===== config.mk =====
export PLATFORM = sky130hd
export DESIGN_NAME = mmio_bridge
export DESIGN_NICKNAME = d
export VERILOG_FILES = /design/src/rtl/mmio_bridge.sv
export SDC_FILE = /design/constraint.sdc
export NUM_CORES = 1
export LEC_CHECK = 0
export ABC_AREA = 1
export BUFFER_PORTS_ARGS = -buffer_cell sky130_fd_sc_hd__buf_2
export CORE_UTILIZATION = 45
export DETAILED_ROUTE_END_ITERATION = 8
export GPL_ROUTABILITY_DRIVEN = 0
export PLACE_DENSITY = 0.82
export SYNTH_ARGS = -nofsm -noshare
export SYNTH_HDL_FRONTEND = slang
export SYNTH_SLANG_ARGS = --single-unit

===== constraint.sdc =====
create_clock -name clk -period 4.3 [get_ports clk]
set_input_delay 0.645 -clock clk [delete_from_list [all_inputs] [get_ports clk]]
set_output_delay 0.645 -clock clk [all_outputs]
set_load 0.01 [all_outputs]

===== src/rtl/mmio_bridge.sv =====
// MMIO bridge: steers core loads/stores to DMEM or to LED/7-seg/switch/button registers.
// Latency: reads are combinational; register writes are visible the cycle after the store edge.
// Backpressure: none, every access completes in one cycle. Optional MMIO_BLANK_LEADING_ZERO_EN blanks leading-zero digits.
module mmio_bridge #(
    parameter int SCAN_BITS = 18
) (
    input  logic        clk,
    input  logic        reset,
    input  logic        memwrite,
    input  logic [31:0] dataadr,
    input  logic [31:0] writedata,
    input  logic [31:0] dmem_readdata,
    output logic        dmem_we,
    output logic [31:0] readdata,
    input  logic [15:0] switches,
    input  logic        btn,
    output logic [15:0] led,
    output logic [7:0]  an,
    output logic [6:0]  seg
);

    logic                 io_sel;
    logic                 reg_hit;
    logic                 wr_led;
    logic                 wr_seg;
    logic                 wr_status;
    logic [31:0]          segdata;
    logic                 flag;
    logic [15:0]          sw_s1;
    logic [15:0]          sw_s2;
    logic                 btn_s1;
    logic                 btn_s2;
    logic                 btn_s3;
    logic                 btn_rise;
    logic [SCAN_BITS-1:0] cnt;
    logic [2:0]           digit;
    logic [31:0]          shifted;
    logic [3:0]           nibble;
    logic                 blank;
    logic [6:0]           hex_seg;
    logic [31:0]          io_mux;
    logic                 unused_adr;

    assign unused_adr = ^{dataadr[31:8], dataadr[1:0]};

    assign io_sel    = dataadr[7];
    assign reg_hit   = io_sel & (dataadr[6:4] == 3'd0);
    assign dmem_we   = memwrite & ~io_sel;
    assign wr_led    = memwrite & reg_hit & (dataadr[3:2] == 2'd0);
    assign wr_seg    = memwrite & reg_hit & (dataadr[3:2] == 2'd1);
    assign wr_status = memwrite & reg_hit & (dataadr[3:2] == 2'd3);
    assign btn_rise  = btn_s2 & ~btn_s3;

    always_ff @(posedge clk or negedge reset) begin
        if (!reset) begin
            led     <= 16'd0;
            segdata <= 32'd0;
            flag    <= 1'b0;
            sw_s1   <= 16'd0;
            sw_s2   <= 16'd0;
            btn_s1  <= 1'b0;
            btn_s2  <= 1'b0;
            btn_s3  <= 1'b0;
            cnt     <= '0;
        end else begin
            sw_s1  <= switches;
            sw_s2  <= sw_s1;
            btn_s1 <= btn;
            btn_s2 <= btn_s1;
            btn_s3 <= btn_s2;
            cnt    <= cnt + SCAN_BITS'(1);
            if (wr_led)
                led <= writedata[15:0];
            if (wr_seg)
                segdata <= writedata;
            // A new press outranks a clear landing in the same cycle.
            if (btn_rise)
                flag <= 1'b1;
            else if (wr_status)
                flag <= 1'b0;
        end
    end

    always_comb begin
        io_mux = 32'd0;
        if (reg_hit) begin
            case (dataadr[3:2])
                2'd0:    io_mux = {16'd0, led};
                2'd1:    io_mux = segdata;
                2'd2:    io_mux = {16'd0, sw_s2};
                default: io_mux = {31'd0, flag};
            endcase
        end
    end

    assign readdata = io_sel ? io_mux : dmem_readdata;

    assign digit   = cnt[SCAN_BITS-1 -: 3];
    assign an      = ~(8'b1 << digit);
    assign shifted = segdata >> {digit, 2'b00};
    assign nibble  = shifted[3:0];

`ifdef MMIO_BLANK_LEADING_ZERO_EN
    assign blank = (digit != 3'd0) && (shifted == 32'd0);
`else
    assign blank = 1'b0;
`endif

    always_comb begin
        hex_seg = 7'b1111111;
        case (nibble)
            4'h0: hex_seg = 7'b1000000;
            4'h1: hex_seg = 7'b1111001;
            4'h2: hex_seg = 7'b0100100;
            4'h3: hex_seg = 7'b0110000;
            4'h4: hex_seg = 7'b0011001;
            4'h5: hex_seg = 7'b0010010;
            4'h6: hex_seg = 7'b0000010;
            4'h7: hex_seg = 7'b1111000;
            4'h8: hex_seg = 7'b0000000;
            4'h9: hex_seg = 7'b0010000;
            4'hA: hex_seg = 7'b0001000;
            4'hB: hex_seg = 7'b0000011;
            4'hC: hex_seg = 7'b1000110;
            4'hD: hex_seg = 7'b0100001;
            4'hE: hex_seg = 7'b0000110;
            default: hex_seg = 7'b0001110;
        endcase
    end

    assign seg = blank ? 7'b1111111 : hex_seg;

endmodule


==> flow_metrics.tcl, run 1 <==
set metrics [dict create \
    ys_ff_latch 102 \
    cts_buffer_depth 2 \
    wire_per_inst_um 13.4 \
    syn_nets 738 \
    synth_top_area_cell "dfrtp_1" \
    grtUsageMet1 0.288 \
    hold_violations 0 \
    slowest_stage "dfrtp_1" \
    grt_max_degree 77 \
    slew_viol_final 0 \
    rsz0062_at_grt "false" \
    p_leak_nw 3.36 \
    core_region_area_um2 10800 \
    diodes 0 \
    via_per_inst 4.96 \
    cp_common_cell "nand2_1" \
    cts_setup_buffers 0 \
    die_h_um 107 \
    criticalPathCategory "reg -> out" \
    rows 38 \
    detail_route.iter0.violations 251 \
    dr.pass1.iters 4 \
    tns_ns 0 \
    cts_buffers 9 \
    clkLatencyLatePin_ns 0.38 \
    ys_types 31 \
    synthTopCellsByCount "171 x nand2_1, 102 x dfrtp_1, 89 x inv_1" \
    peakVddDrop_uv 224 \
    hold_buffers 0 \
    yosysTopAreaCellShare 0.510 \
    max_slew_margin 0.371 \
    drive_gt1_frac 0.259 \
    rr_endpoint "cnt[16]" \
    avgSynthCellArea_um2 8.12 \
    met2_usage 0.373 \
    grt_pass1_wl_mm 19.6 \
    worst_slew_pin_slew_ns 0.943 \
    startpoint_type "register" \
    htreeDepth 3 \
    path_buf_inv 4 \
    p_total_mw 2.03 \
    synth-edff-count 0 \
    syn_to_final_growth_pct 20.2 \
    crit_family "simple AND/OR/NAND/NOR gates" \
    vias 4470 \
    pin_count 180 \
    grt_util_met3 0.0508 \
    grt_pass1_vias 4116 \
    crit_chain "buf_4, inv_4, nand2_1, nand2_1, nand2_1, nand3_1, nand2_1, inv_1, ha_1, nand3_1, nand2_1, nand2_1, nand2_1, buf_2" \
    die-area_um2 11500 \
    fin_skew_ns 0.0120 \
    fin_crit_sh 0.758 \
    dp_hpwl_mm 8.81 \
    fin_util 0.554 \
    rr_worst_depth 7 \
    drcViolationCount 0 \
    hold_depth 0 \
    postCtsResizedCells 0 \
    yosysMostFrequentCell "nand2_1" \
    final_nets 879 \
    hold_path_class "reg -> reg" \
    portBuffers 153 \
    synthCells 616 \
    r2r_slack_ns 2.72 \
    crit_fanout 13 \
    synth_ff_type "dfrtp_1" \
    p_per_area_nw_per_um2 337 \
    min_period_ns 3.26 \
    cts.sinks 102 \
    min_from "sw_s1[7]" \
    synthArstFlopShare 1.00 \
    ant_nets 0 \
    start_util 0.461 \
    die_w_um 107 \
    hold_end "sw_s2[7]" \
    status "finished, final reports clean" \
    whs_ns 0.351 \
    fmax_mhz 307 \
    yosys_warnings 0 \
    crit_required_ns 3.65 \
    antenna_found_initial 0 \
    wirelength_mm 12.1 \
    cts_tree "built" \
    cp.arrival_ns 2.61 \
    synthTopCellsByArea "dfrtp_1 51%, nand2_1 13%, inv_1 6.7%, nand3_1 5.9%, o21ai_1 4.6%" \
    synthesis.area_um2 5000 \
    root_buffer "clkbuf_8" \
    drv_cap 0 \
    r2r_start "cnt[0]" \
    grt_overflow 0 \
    grt_use_total 0.221 \
    clk_pin_slew_worst_paths_ns 0.10 \
    gr-max-usage-layer "met2" \
    crit_path_max_incr_delay_ns 0.62 \
    yosysSeqAreaShare 0.510 \
    worstSetupEndpointType "output pin" \
    finalSetupViolCount 0 \
]
-- report_power, final --
group	internal [mW]	total (mW)	switching, mW
registers	1.03	1.08	0.0505
clock network	0.237	0.591	0.353
logic	0.141	0.353	0.213
-- metrics by stage --
| step | cells | setup WS (ns) | area [um^2] |
|---|---|---|---|
| after floorplan | 616 | 2.03 | 5000 |
| after global placement | 886 | 1.30 | 5820 |
| after detailed placement | 886 | 1.22 | 5820 |
| after CTS | 902 | 1.06 | 6010 |
| after global routing | 902 | 0.866 | 6010 |
| final | 902 | 1.04 | 6010 |
-- layout by cell type (no fill, tap or decap), types with 2 or more instances in the layout --
cell      netlist  routed
nand3_2         2       2
nand2_1       171     171
inv_6           0       3
buf_4           3       4
o22ai_1         9       9
a21oi_1        10      10
nor2_1         18      18
nand3_1        59      59
nand3_4         2       2
nand3b_1        2       2
inv_1          89      89
buf_2          17     152
o32ai_1         3       3
dfrtp_1       102     102
o21ai_1        46      46
ha_1            6       6
o21ai_0        30      30
nor3_1          2       2
inv_2           4       4
xnor2_1         6       6
nor2_2          4       4
xor2_1         10      10
nand2_4         2       2
a21oi_2         3       3
nand2_2         5       5
inv_4           2       2
clkbuf_8        0      10
-- final cells by class --
type | count | area (um^2)
repair buffers | 156 | 791
well taps | 140 | 175
clock inverters | 6 | 51.3
fillers | 1007 | 4830
clock buffers | 10 | 138
inverters | 95 | 362
flip-flops and latches | 102 | 2550
multi-input cells | 393 | 1940
-- worst max path at each step --
stage,to,slack [ns],cells past startpoint,from
5_1_grt,seg[5],0.87,14,cnt[15]
4_1_cts,seg[6],1.06,14,cnt[15]
2_1_floorplan,seg[2],2.03,10,cnt[15]
6_report,seg[6],1.04,14,cnt[15]
3_3_place_gp,segdata[31],1.30,7,dataadr[7]
3_5_place_dp,segdata[31],1.22,7,dataadr[7]
-- state kept, by name, summed over array words and instances, names as in the netlist --
| register | cells |
|---|---|
| flag | 1 |
| sw_s1 | 16 |
| cnt | 18 |
| segdata | 32 |
| led | 16 |
| btn_s2 | 1 |
| btn_s3 | 1 |
| sw_s2 | 16 |
| btn_s1 | 1 |
-- cells by family (layout without fill, tap and decap cells) --
family	count (synthesis)	in the layout	share of synthesized area
DFF	102	102	0.510
buffers and inverters	121	267	0.101
xor gates and xnor gates	16	16	0.0280
adders and majority gates	6	6	0.0150
AOI/OAI and AO/OA	102	102	0.109
and+or+nand+nor	269	269	0.236
-- metal layers --
layer | vias up | share of wire
met5 | - | 0
met4 | 0 | 0.012
met3 | 13 | 0.051
met2 | 146 | 0.48
met1 | 2093 | 0.45
li1 | 2218 | -
Note: power is estimated with default switching activity, not from simulation.
==> run 2: changes to the inputs <==
- clock period: 4.3 -> 3.35 ns (I/O delays scaled with it)
==> run 2 against run 1 <==
Via count decreased by 0.54%. Setup slack got worse by 0.69 ns. Core utilization up 0.14 points. Critical endpoint unchanged. Highest routed layer unchanged.
==> flow_metrics.tcl, run 2 (synthesized netlist as in run 1, its figures left out) <==
set metrics [dict create \
    status "finished, final reports clean" \
    diodes 0 \
    grt_overflow 0 \
    clkLatencyLatePin_ns 0.37 \
    cts_buffers 9 \
    cts_setup_buffers 0 \
    hold_buffers 0 \
    die_h_um 107 \
    largest-register "segdata" \
    cp_common_cell "nand2_1" \
    grt_max_degree 65 \
    layout_commonest_cell "nand2_1" \
    crit_required_ns 2.85 \
    tns_ns 0 \
    postCtsResizedCells 0 \
    detail_route.iter0.violations 350 \
    die_w_um 107 \
    post_dp_cell_area_um2 5830 \
    grt_pass1_vias 4196 \
    pin_count 180 \
    whs_ns 0.156 \
    startpoint_type "register" \
    wire_per_inst_um 13.4 \
    crit_path_max_incr_delay_ns 0.68 \
    criticalPathCategory "reg -> out" \
    fin_util 0.556 \
    fin_skew_ns 0.0117 \
    max_slew_margin 0.477 \
    cp.arrival_ns 2.49 \
    drcViolationCount 0 \
    peakVddDrop_uv 403 \
    crit_fanout 14 \
    ant_nets 0 \
    syn_to_final_growth_pct 20.5 \
    path_buf_inv 3 \
    place_ws_ns 0.496 \
    fin_area_um2 6030 \
    p_total_mw 2.60 \
    p_leak_nw 3.35 \
    reg.largest.list "segdata: 32 flops, cnt: 18 flops" \
    via_per_inst 4.93 \
    crit_chain "inv_4, nand2_1, nand2_1, nand2_1, nand3_1, nand2_1, inv_1, ha_1, nand3_1, nand2_1, nand2_1, nand2_1, buf_2" \
    slowest_stage "dfrtp_1" \
    p_per_area_nw_per_um2 431 \
    drv_cap 0 \
    worstSetupEndpointType "output pin" \
    cts_buffer_depth 2 \
    largest_register_ffs 32 \
    dp_hpwl_mm 9.00 \
    vias 4446 \
    finalSetupViolCount 0 \
    root_buffer "clkbuf_8" \
    dr.pass1.iters 5 \
    cts_tree "built" \
    rsz0062_at_grt "false" \
    grt_use_total 0.224 \
    portBuffers 153 \
    start_util 0.461 \
    fin_ws_ns 0.353 \
    antenna_found_initial 0 \
    layout_common_cells "171 x nand2_1, 152 x buf_2, 102 x dfrtp_1" \
    drive_gt1_frac 0.259 \
    htreeDepth 3 \
    hold_path_class "in -> async" \
    dp.cells 886 \
    slew_viol_final 0 \
    fin_crit_sh 0.895 \
    clk_pin_slew_worst_paths_ns 0.10 \
    crit_family "simple AND/OR/NAND/NOR gates" \
    min_period_ns 3.00 \
    worst_slew_pin_slew_ns 0.784 \
    grt_pass1_wl_mm 20.0 \
    die-area_um2 11500 \
    final_cells 902 \
    wirelength_mm 12.1 \
    fmax_mhz 334 \
    core_region_area_um2 10800 \
    hold_violations 0 \
    rows 38 \
    final_nets 879 \
    cts.sinks 102 \
]
-- run 2: final timing paths --
path                                   start    endpoint  slack, ns  cells after the start
worst max-delay path                 cnt[15]      seg[6]       0.35                     13
worst min-delay path                   reset   sw_s1[13]       0.16                      1
worst max register to register        cnt[0]     cnt[16]       1.68                      7
min in group clk                switches[10]   sw_s1[10]       0.22                      1
worst min register to register      sw_s1[6]    sw_s2[6]       0.36                      0
max in group asynchronous              reset  segdata[1]       2.49                      2
-- run 2: worst register-to-register path, stage by stage (launching register included) --
cell and delay, ns:
dfrtp_1 0.40, ha_1 0.20, nand3_1 0.14, nor2_2 0.19, nand3b_1 0.18, nor2_1 0.20
nand2_1 0.10, xor2_1 0.15
-- run 2: power breakdown --
part / internal, mW / switching [mW] / total [mW]
sequential: 1.33 / 0.0678 / 1.39
combinational: 0.183 / 0.273 / 0.456
clock: 0.287 / 0.460 / 0.747
total: 1.80 / 0.801 / 2.60
-- run 2: routing by layer --
| layer | wire (um) | track usage |
|---|---|---|
| met4 | 219 | 0.0705 |
| met5 | 0 | 0 |
| met3 | 654 | 0.0400 |
| met1 | 5440 | 0.299 |
| met2 | 5770 | 0.370 |
-- run 2: area by class of cell --
cell class	count	area [um^2]
inverters	95	362
clock inverters	7	67.6
well taps	140	175
flip-flops and latches	102	2550
clock buffers	9	124
multi-input cells	393	1940
fillers	1018	4810
repair buffers	156	803
